## src/rtl/serial_adder_unit.sv

```systemverilog
// Digit-serial adder/subtractor: DIGIT bits of a+b+cin (or a-b) are summed per cycle.
// Latency: result valid WIDTH/DIGIT cycles after the accept edge; one op per WIDTH/DIGIT+2 cycles.
// Backpressure: result is held stable in DONE until out_ready; in_ready is low while busy.
//
// Ports:
//   clk, rst            rising-edge clock, synchronous active-high reset
//   a, b, cin, sub      operands; sub=1 computes a-b (cin ignored), sub=0 computes a+b+cin
//   in_valid/in_ready   operation request handshake
//   sum, carry, ovf     result, carry-out (for subtract: 1 = no borrow), signed overflow
//   out_valid/out_ready result handshake
module serial_adder_unit #(
  parameter int WIDTH = 8,
  parameter int DIGIT = 1
) (
  input  logic             clk,
  input  logic             rst,
  input  logic [WIDTH-1:0] a,
  input  logic [WIDTH-1:0] b,
  input  logic             cin,
  input  logic             sub,
  input  logic             in_valid,
  output logic             in_ready,
  output logic [WIDTH-1:0] sum,
  output logic             carry,
  output logic             ovf,
  output logic             out_valid,
  input  logic             out_ready
);

  localparam int NDIG = WIDTH / DIGIT;
  localparam int CW   = (NDIG > 1) ? $clog2(NDIG) : 1;

  typedef enum logic [1:0] {IDLE, RUN, DONE} state_t;

  state_t           state_q, state_d;
  logic [WIDTH-1:0] a_q, a_d;
  logic [WIDTH-1:0] b_q, b_d;
  logic [WIDTH-1:0] acc_q, acc_d;      // sum being assembled, fills from the MSB end
  logic [WIDTH-1:0] sum_q, sum_d;      // published result, only written on RUN->DONE
  logic             c_q, c_d;          // running carry between digits
  logic             carry_q, carry_d;
  logic             ovf_q, ovf_d;
  logic             in_ready_q, in_ready_d;
  logic             out_valid_q, out_valid_d;
  logic [CW-1:0]    cnt_q, cnt_d;

  logic [DIGIT:0]   dsum;
  logic             msb_cin;
  logic             last;

  assign dsum = {1'b0, a_q[DIGIT-1:0]} + {1'b0, b_q[DIGIT-1:0]} + {{DIGIT{1'b0}}, c_q};

  // Carry into the top bit of the current digit, recovered from its sum bit:
  // s = a ^ b ^ cin  =>  cin = s ^ a ^ b. Works for any DIGIT, including 1.
  assign msb_cin = dsum[DIGIT-1] ^ a_q[DIGIT-1] ^ b_q[DIGIT-1];

  assign last = (cnt_q == CW'(NDIG - 1));

  always_comb begin
    state_d     = state_q;
    a_d         = a_q;
    b_d         = b_q;
    acc_d       = acc_q;
    sum_d       = sum_q;
    c_d         = c_q;
    carry_d     = carry_q;
    ovf_d       = ovf_q;
    in_ready_d  = in_ready_q;
    out_valid_d = out_valid_q;
    cnt_d       = cnt_q;

    case (state_q)
      IDLE: begin
        if (in_valid) begin
          a_d        = a;
          b_d        = sub ? ~b : b;
          c_d        = sub ? 1'b1 : cin;
          cnt_d      = '0;
          acc_d      = '0;
          in_ready_d = 1'b0;
          state_d    = RUN;
        end
      end
      RUN: begin
        a_d   = a_q >> DIGIT;
        b_d   = b_q >> DIGIT;
        c_d   = dsum[DIGIT];
        acc_d = (acc_q >> DIGIT) | (WIDTH'(dsum[DIGIT-1:0]) << (WIDTH - DIGIT));
        cnt_d = cnt_q + 1'b1;
        if (last) begin
          // The digit just added holds the MSB, so its carries define carry/ovf.
          sum_d       = acc_d;
          carry_d     = dsum[DIGIT];
          ovf_d       = msb_cin ^ dsum[DIGIT];
          out_valid_d = 1'b1;
          state_d     = DONE;
        end
      end
      DONE: begin
        if (out_ready) begin
          out_valid_d = 1'b0;
          in_ready_d  = 1'b1;
          state_d     = IDLE;
        end
      end
      default: begin
        state_d     = IDLE;
        in_ready_d  = 1'b1;
        out_valid_d = 1'b0;
      end
    endcase
  end

  always_ff @(posedge clk) begin
    if (rst) begin
      state_q     <= IDLE;
      a_q         <= '0;
      b_q         <= '0;
      acc_q       <= '0;
      sum_q       <= '0;
      c_q         <= 1'b0;
      carry_q     <= 1'b0;
      ovf_q       <= 1'b0;
      in_ready_q  <= 1'b1;
      out_valid_q <= 1'b0;
      cnt_q       <= '0;
    end else begin
      state_q     <= state_d;
      a_q         <= a_d;
      b_q         <= b_d;
      acc_q       <= acc_d;
      sum_q       <= sum_d;
      c_q         <= c_d;
      carry_q     <= carry_d;
      ovf_q       <= ovf_d;
      in_ready_q  <= in_ready_d;
      out_valid_q <= out_valid_d;
      cnt_q       <= cnt_d;
    end
  end

  assign in_ready  = in_ready_q;
  assign out_valid = out_valid_q;
  assign sum       = sum_q;
  assign carry     = carry_q;
  assign ovf       = ovf_q;

endmodule

```

## config.mk

```make
export PLATFORM = sky130hd
export DESIGN_NAME = serial_adder_unit
export DESIGN_NICKNAME = d
export VERILOG_FILES = /design/src/rtl/serial_adder_unit.sv
export SDC_FILE = /design/constraint.sdc
export NUM_CORES = 1
export LEC_CHECK = 0
export ABC_AREA = 1
export BUFFER_PORTS_ARGS = -buffer_cell sky130_fd_sc_hd__clkbuf_2
export CORE_MARGIN = 10
export CORE_UTILIZATION = 36
export DETAILED_ROUTE_END_ITERATION = 8
export HOLD_SLACK_MARGIN = 0.1
export MAX_ROUTING_LAYER = met4
export PLACE_DENSITY = 0.57
export SLEW_MARGIN = 20
export SYNTH_ARGS = -nofsm -noshare
export SYNTH_HDL_FRONTEND = slang
export SYNTH_SLANG_ARGS = --single-unit
```

## constraint.sdc

```tcl
create_clock -name clk -period 2.9 [get_ports clk]
set_input_delay 0.145 -clock clk [delete_from_list [all_inputs] [get_ports clk]]
set_output_delay 0.145 -clock clk [all_outputs]
set_load 0.02 [all_outputs]
```

==> out/results.txt <==
outcome - finished, final reports clean
largest net degree at the start of global routing - 35
leakage - 0.9669 nW
share of layout cells above drive strength 1 - 15.49%
number of port buffers - 33
Post-CTS Setup Inserts - 0
cells after synthesis - 269
kind of critical path - reg -> reg
via count - 1643
initial core utilization - 37.19%
Async S/R FF share, synth - 0%
max-cap viol count - 0
DR iter-0 viols - 79
Slew headroom - 53.75%
vias in the first global route - 1536
dominant synthesized flop cell - dfxtp_1
Core Region - 5107 sq um
nets - 321
placed insts - 359
Synth Register Bits - 41
total grt overflow - 0
GR peak layer - met2
Max clock buf depth - 2
commonest cells in the netlist - 71 x nand2_1, 43 x nor2_1, 41 x dfxtp_1
final non-filler cell total - 367
Ys Warns - 0
CP startpoint kind - register
critical-path cell list - inv_2, nand2_2, nand2_1, o21ai_0, nor2_1
initial antenna violation count - 0
Compound-Gate Fraction of Synth Area - 9.881%
Post-Synth XOR/XNOR Area - 3.689%
post-synthesis sequential area ratio - 43.21%
Setup Viol. Count Final - 0
largest family of logic cells by synthesized area - simple AND/OR/NAND/NOR gates
Crit path buffers/inverters - 1
Peak VDD IR - 0.1768 mV
Peak Freq - 651.8 MHz
GR Layer Usage met2 - 16.47%
die area - 8581 sq um
number of clock buffers inserted by TritonCTS - 5
Synth Area per Inst - 7.061 sq um
DR vias/cell - 4.477
CTS tree - done
Pwr Total - 1.108 mW
simple logic cell fraction of the synthesized area - 31.29%
Die Span Y - 92.64 um
area grow syn2layout - 12.71%
synth top area cells - dfxtp_1 43%, nand2_1 14%, nor2_1 8.5%
fin crit period - 1.534 ns
Synth Area in Adders - 2.372%
pre-CTS setup slack - 1.374 ns
WL per Instance - 11.17 um
row count - 26
setup_tns - 0 ns
final instance area - 2141 sq um
hold_ws - 0.09896 ns
die width - 92.64 um
Worst Path Required - 3.08 ns
worst slew pin tran - 0.6938 ns
WP data arrival - 1.72 ns
routing usage on met3 - 2.583%
Detail Placement HPWL - 2869 um
Netlist cell types - 21
Root Driver - clkbuf_8
Post-synth EDFFs - 0
Core Util, Final - 41.92%
cts repair resizes - 0
final worst slack - 1.366 ns
top-area cell type share of the netlist area - 43.21%
CP endpoint kind - register
first-pass GRT wire length - 7003 um
top cell type by total area after synthesis - dfxtp_1
GRT met1 Usage - 11.86%
Pre-antenna DRT Iters - 4
most frequent cell after synthesis - nand2_1
final worst-path cycle share - 52.90%
slowest stage cell, crit path - dfxtp_1
# DRC - 0
P per Cell Area - 517.5 nW/um^2
Worst path max stage delay - 0.45 ns
final count of hold timing violations - 0
dpl cell area - 2061 sq um
Fill cells - 559
ant diodes - 0
Mapped Area - 1899 sq um
Post-Synthesis Net Count - 294
WL final - 4100 um
maximum fanout along the worst path - 21
mux share of post-synthesis cell area - 0%
clk_lat worst skew - 0.29 ns
clk slew on worst S/H paths - 0.08 ns
RSZ-0062 raised after global routing - no
Post-CTS Hold Buffers - 0
CTS H-tree depth - 2
fin. max-slew vios - 0
Crit path max-delay family - simple AND/OR/NAND/NOR gates
Final Wtd Congestion - 0.7322
post-route ant nets - 0
aggregate global-route resource usage - 10.12%
Hold Crit Class - in -> reg
clock sinks - 41
clk_skew - 0.007034 ns
I/O pin total - 34
final cells by class:
cell class	instances	area, sq um	area share (%)
Clock buffer	8	80.08	3.741
Inverter	24	90.09	4.208
Multi-Input combinational cell	191	897.1	41.91
Sequential cell	41	820.8	38.34
Tap cell	70	87.58	4.091
Timing Repair Buffer	33	165.2	7.715
report_power, final:
| part | internal, mW | total [mW] | switching, mW |
|---|---|---|---|
| Clock | 0.171 | 0.357 | 0.186 |
| Combinational | 0.0557 | 0.152 | 0.0962 |
| Sequential | 0.586 | 0.599 | 0.0135 |
| Total | 0.812 | 1.11 | 0.295 |
worst register-to-register path, stage by stage (launching register included):
cell	delay, ns
dfxtp_1	0.45
inv_2	0.10
nand2_2	0.33
nand2_1	0.26
o21ai_0	0.24
nor2_1	0.07
registers in the layout (all words and copies together), names as in the netlist, 2 cells and up:
register	count
sum	8
a_q	8
cnt_q	3
state_q	2
b_q	8
acc_q	7
path summary, 6_finish.rpt:
path                                start                   to  slack, ns  cells after the start
setup / recovery  state_q[1]$_SDFFE_PP0P_     c_q$_SDFFE_PP0P_       1.37                      5
hold reg to reg       sum[5]$_SDFFE_PP0P_  sum[5]$_SDFFE_PP0P_       0.46                      2
setup reg to reg  state_q[1]$_SDFFE_PP0P_     c_q$_SDFFE_PP0P_       1.37                      5
hold / removal                       a[7]  a_q[7]$_SDFFE_PP0P_        0.1                      3
routing by layer:
layer | part of all wire, % | up-vias
met5 | 0 | -
met4 | 1.2 | 0
met2 | 46 | 28
met3 | 3.4 | 4
li1 | - | 892
met1 | 49 | 719
placed cells by master (no fill, tap or decap):
master    instances
a21o_1            1
o21ai_0          11
inv_2             3
ha_1              2
a21oi_1          25
nand3_1          24
dfxtp_1          41
clkbuf_2         33
nand2_2           2
nor2_4            2
nand2_4           1
inv_1            21
xnor2_1           7
clkbuf_8          5
nor2_1           43
nand2_1          71
fa_1              1
clkbuf_1          3
xor2_1            1
logic make-up (layout without fill, tap and decap cells):
logic type                 Yosys count  in the layout
AOI/OAI and AO/OA                   37             37
xor gates and xnor gates             8              8
adders and majority gates            3              3
buffers and inverters               37             65
DFF                                 41             41
and+or+nand+nor                    143            143
Note: power is estimated with default switching activity, not from simulation.
